**src/rtl/ex_mem_stage.sv**
```systemverilog
// ex_mem_stage: execute-to-memory pipeline stage with valid/ready handshake and forwarding tap.
// Define EX_MEM_SKID_EN for the two-entry skid buffer with registered in_ready; default is a single register.
module ex_mem_stage (
  input  logic        clk,
  input  logic        reset_n,
  input  logic        flush,
  input  logic        in_valid,
  output logic        in_ready,
  input  logic [31:0] alu_out,
  input  logic        alu_z,
  input  logic        alu_n,
  input  logic [4:0]  rd_addr,
  input  logic [31:0] store_data,
  input  logic [5:0]  ctrl,
  output logic        out_valid,
  input  logic        out_ready,
  output logic [31:0] out_alu,
  output logic        out_z,
  output logic        out_n,
  output logic [4:0]  out_rd,
  output logic [31:0] out_store_data,
  output logic [5:0]  out_ctrl,
  output logic        fwd_valid,
  output logic [4:0]  fwd_rd,
  output logic [31:0] fwd_data,
  output logic [1:0]  occupancy
);

  localparam int CTRL_MEM_READ  = 5;
  localparam int CTRL_REG_WRITE = 0;

  typedef struct packed {
    logic [31:0] alu;
    logic        z;
    logic        n;
    logic [4:0]  rd;
    logic [31:0] sdata;
    logic [5:0]  ctrl;
  } entry_t;

  entry_t in_entry;
  entry_t head;
  logic   in_fire;
  logic   out_fire;

  // Writes to r0 are architecturally void, so reg_write is cleared at capture time.
  always_comb begin
    in_entry       = '0;
    in_entry.alu   = alu_out;
    in_entry.z     = alu_z;
    in_entry.n     = alu_n;
    in_entry.rd    = rd_addr;
    in_entry.sdata = store_data;
    in_entry.ctrl  = ctrl;
    if (rd_addr == 5'd0) begin
      in_entry.ctrl[CTRL_REG_WRITE] = 1'b0;
    end
  end

  assign in_fire  = in_valid && in_ready;
  assign out_fire = out_valid && out_ready;

`ifdef EX_MEM_SKID_EN

  typedef enum logic [1:0] {
    EMPTY = 2'd0,
    ONE   = 2'd1,
    FULL  = 2'd2
  } state_t;

  state_t state;
  entry_t skid;

  assign in_ready  = (state != FULL);
  assign out_valid = (state != EMPTY);
  assign occupancy = state;

  always_ff @(posedge clk or negedge reset_n) begin
    if (!reset_n) begin
      state <= EMPTY;
      head  <= '0;
      skid  <= '0;
    end else if (flush) begin
      state <= EMPTY;
    end else begin
      case (state)
        EMPTY: begin
          if (in_fire) begin
            head  <= in_entry;
            state <= ONE;
          end
        end
        ONE: begin
          if (in_fire && out_fire) begin
            head <= in_entry;
          end else if (in_fire) begin
            skid  <= in_entry;
            state <= FULL;
          end else if (out_fire) begin
            state <= EMPTY;
          end
        end
        FULL: begin
          // in_ready is low here, so only the drain path can fire.
          if (out_fire) begin
            head  <= skid;
            state <= ONE;
          end
        end
        default: state <= EMPTY;
      endcase
    end
  end

`else

  typedef enum logic {
    EMPTY = 1'b0,
    ONE   = 1'b1
  } state_t;

  state_t state;

  assign in_ready  = (state == EMPTY) || out_ready;
  assign out_valid = (state == ONE);
  assign occupancy = {1'b0, state == ONE};

  always_ff @(posedge clk or negedge reset_n) begin
    if (!reset_n) begin
      state <= EMPTY;
      head  <= '0;
    end else if (flush) begin
      state <= EMPTY;
    end else begin
      case (state)
        EMPTY: begin
          if (in_fire) begin
            head  <= in_entry;
            state <= ONE;
          end
        end
        ONE: begin
          // An in-fire while full implies the head is draining in the same cycle.
          if (in_fire) begin
            head <= in_entry;
          end else if (out_fire) begin
            state <= EMPTY;
          end
        end
        default: state <= EMPTY;
      endcase
    end
  end

`endif

  assign out_alu        = head.alu;
  assign out_z          = head.z;
  assign out_n          = head.n;
  assign out_rd         = head.rd;
  assign out_store_data = head.sdata;
  assign out_ctrl       = head.ctrl;

  // Loads produce their value only in the memory stage, so they cannot be bypassed from here.
  assign fwd_valid = out_valid && head.ctrl[CTRL_REG_WRITE] && !head.ctrl[CTRL_MEM_READ];
  assign fwd_rd    = head.rd;
  assign fwd_data  = head.alu;

endmodule
```
**config.mk**
```make
export PLATFORM = sky130hd
export DESIGN_NAME = ex_mem_stage
export DESIGN_NICKNAME = d
export VERILOG_FILES = /design/src/rtl/ex_mem_stage.sv
export SDC_FILE = /design/constraint.sdc
export NUM_CORES = 1
export LEC_CHECK = 0
export CORE_ASPECT_RATIO = 2
export CORE_MARGIN = 5
export CORE_UTILIZATION = 41
export CTS_BUF_LIST = sky130_fd_sc_hd__clkbuf_4 sky130_fd_sc_hd__clkbuf_8
export CTS_CLUSTER_DIAMETER = 40
export DETAILED_ROUTE_END_ITERATION = 6
export GPL_TIMING_DRIVEN = 1
export PLACE_DENSITY_LB_ADDON = 0.15
export SLEW_MARGIN = 20
export SYNTH_ARGS = -nofsm -noshare
export SYNTH_HDL_FRONTEND = slang
export SYNTH_SLANG_ARGS = --single-unit
```
**constraint.sdc**
```tcl
create_clock -name clk -period 4.8 [get_ports clk]
set_clock_uncertainty 0.2 [all_clocks]
set_input_delay 0.96 -clock clk [delete_from_list [all_inputs] [get_ports clk]]
set_output_delay 0.96 -clock clk [all_outputs]
set_load 0.05 [all_outputs]
```
Word-level counts from Yosys, hierarchy flattened:

Cells that the tools add are included.

* flip-flop bits (word level): 78
* input port bits: 82
* output and inout port bits: 119
* word-level logic and storage cells: 24

* multiplexer cells: 7
* bitwise logic cells: 2
* reductions and logical operators: 8

Operator list (count)
* 77-bit two-way mux: 1
* 5-bit zero test: 1
* 1-bit two-way mux: 5
* 1-bit logical AND: 4
* 1-bit inverter: 2
* 1-bit case mux with 2 select lines: 1
* 2-bit AND reduction: 1
* 1-bit zero test: 1
* 1-bit logical OR: 1

Longest topological paths before layout:

* depth after elaboration: 6
* depth in mapped cells: 5
* mapped depth without buffers: 3

Worst setup path after synthesis:

No wires, ideal clock.

* path kind: reg2out
* from: reg state, in the netlist out_valid
* to: out fwd_valid
* data arrival time: 1.399 ns
* required time: 3.640 ns
* slack: 2.241 ns
* stages on the path, launching flop included: 3
* path buffers: 0
* cells stage by stage: dfrtp_1 nand2_1 nor2_1

* cells in the longest elaborated chain, start to end: 2

RTL lines
* start, declared: RTL line 122 `state_t state;`
* start signal, assigned: RTL line 130 `state <= EMPTY;`
* start signal, assigned: RTL line 133 `state <= EMPTY;`
* start signal, assigned: RTL line 139 `state <= ONE;`
* 1-bit logical AND (2 in series): RTL line 165 `assign fwd_valid = out_valid && head.ctrl[CTRL_REG_WRITE] && !head.ctrl[CTRL_MEM_READ];`
* end, declared: RTL line 23 `output logic fwd_valid,`

Every way passes these cells.

Worst setup path in the final report:

* from: in out_ready
* to: out in_ready

* cells in the longest elaborated chain, start to end: 1

RTL lines
* start, declared: RTL line 16 `input logic out_ready,`
* 1-bit logical OR: RTL line 124 `assign in_ready = (state == EMPTY) || out_ready;`
* end, declared: RTL line 8 `output logic in_ready,`

Every way passes these cells.

==> summary.txt <==
unrepaired setup endpoints after global routing - false
met1 Use GR - 0.182
Fillers - 575
Syn Area/Cell - 15.2 um2
Final Hold Fails - 0
total of max-cap violations - 0
setup TNS - 0 ns
antenna violations before repair - 0
FMAX - 280 MHz
sequential element share of the synthesized area - 0.603
Worst EP required - 3.64 ns
number of global-route vias before repair - 2480
Worst-Skew Late Latency - 0.34 ns
H-tree Lvls - 3
Slew @ Worst Pin - 0.980 ns
Initial DRT Pass Iterations - 4
# DRC - 0
core area - 0.00783 mm2
hpwl dp - 5990 um
share of cells above drive strength 1 - 0.175
minimum clock period - 3.57 ns
CTS Root Cell - clkbuf_8
CTS resizes - 0
Startpoint Class - input port
Max-slew headroom - 0.347
cell count after synthesis - 213
WL per Instance - 16.4 um
largest net degree at the start of global routing - 79
Vias/cell - 4.67
final WL - 7820 um
register area - 0.00195 mm2
Worst Setup End Kind - primary output
Die Ht - 136 um
All-Layer GR Usage - 0.163
Die X - 72.8 um
final setup vio count - 0
Hold WS - 0.291 ns
GRT overflow - 0
fin nets - 459
PD cells - 484 mW/mm2
total CTS buffers - 9
status - finished clean
FP Rows - 46
Initial Util - 0.414
maximum fanout along the worst path - 3
Hold Path Stages - 1
IO Port Bufs - 199
Clock Tree Buf Depth - 2
Sink Count - 78
Multi-input gate area - 930 um2
Hold Crit Class - register to register
CTS tree - built
Synth cell types - 15
total power - 2.53 mW
met2 GRT Util - 0.262
area grow syn2layout - 61.5%
grt met3 use - 0.0788
LEAKAGE - 2.14 nW
Iteration-0 DRC Markers - 45
r2r startpoint - out_valid
reg2reg path depth - 4
post-route clock period utilization - 0.743
Ant. Diodes - 0
first-pass GRT wire length - 12200 um
Hold Crit Start - out_store_data[23]
Die ar. - 0.00988 mm2
Setup CP Type - input port to primary output
crit path DAT - 2.41 ns
global routing's busiest layer - met2
placed cells - 462
Ys Warns - 0
Routed Antenna Nets - 0
vias - 2231
Slew Viols, Final - 0
clock transition at the registers of the reported paths - 0.07 ns
postcts setup bufs - 0
Syn Std Cell Area - 0.00324 mm2
final cell count without fillers - 478
syn nets - 295
GP Congestion - 0.742
CTS Hold Bufs - 0
peak supply drop - 0.000284 V
#FFs+latches synth - 78
Setup crit start - out_ready
# IOs - 201
## cell type report
cell class,instances,area share
Tap cell,96,0.0230
Timing Repair Buffer,200,0.382
Sequential cell,78,0.373
Clock buffer,12,0.0292
Inverter,2,0.00144
Clock inverter,4,0.0134
Multi-Input combinational cell,86,0.178
## logic make-up after synthesis
group / count (synthesis) / synth area share
DFF: 78 / 0.603
muxes: 77 / 0.267
buffers and inverters: 49 / 0.112
and+or+nand+nor: 7 / 0.0151
AOI/OAI and AO/OA: 1 / 0.00154
other: 1 / 0.00116
## cells in the final DEF, fill, tap and decap left out
cell type,instances
buf_4,2
bufinv_16,2
clkbuf_4,2
clkbuf_8,10
clkdlybuf4s50_1,198
clkinv_2,2
conb_1,1
dfrtp_1,78
inv_1,2
mux2_1,29
mux2_2,47
mux2i_1,1
nand2_1,1
nor2_1,3
nor2b_4,1
nor3b_4,1
o21ai_0,1
or4_1,1
## cells in the mapped netlist
cell / instances / area share
mux2i_1: 1 / 0.0031
nor3b_2: 1 / 0.0039
buf_2: 4 / 0.0062
o21ai_0: 1 / 0.0015
buf_4: 40 / 0.093
mux2_2: 47 / 0.16
nor2_1: 3 / 0.0035
mux2_1: 29 / 0.10
dfrtp_1: 78 / 0.60
nor2b_4: 1 / 0.0043
conb_1: 1 / 0.0012
inv_1: 2 / 0.0023
or4_1: 1 / 0.0023
nand2_1: 1 / 0.0012
buf_6: 3 / 0.010
## sequential cells by signal (all words and copies together) (netlist names)
name            cells
fwd_data           32
out_store_data     32
out_z               1
out_valid           1
out_ctrl            6
fwd_rd              5
out_n               1
## report_power, final
group          switching [mW]  total [mW]  internal [mW]
clock                   0.217       0.534          0.317
combinational           0.744        1.16          0.412
sequential             0.0715       0.840          0.769
total                    1.03        2.53           1.50
## worst paths after layout
kind,end,slack (ns)
min,out_store_data[23],0.29
max reg2reg,out_store_data[3],2.50
min in group asynchronous,out_store_data[0],0.57
min reg2reg,out_store_data[23],0.29
max in group asynchronous,out_store_data[13],3.23
max,in_ready,1.23
## through the flow
| stage | setup slack [ns] | utilization | cell area (um2) |
|---|---|---|---|
| 2_1_floorplan | 2.24 | - | 3240 |
| 3_3_place_gp | 1.28 | 0.640 | 5010 |
| 3_5_place_dp | 1.22 | 0.640 | 5010 |
| 4_1_cts | 1.22 | 0.668 | 5230 |
| 5_1_grt | 1.19 | 0.668 | 5230 |
| 6_report | 1.23 | 0.668 | 5230 |
## critical path, cell delays in order
cell	delay, ns
clkdlybuf4s50_1	0.50
nor2b_4	0.06
inv_1	0.06
clkdlybuf4s50_1	0.82
## routing by layer
metal	part of all wire	vias to the layer above
li1	-	1014
met1	0.36	1072
met2	0.49	135
met3	0.13	10
met4	0.017	0
met5	0	-
Note: power is estimated with default switching activity, not from simulation.
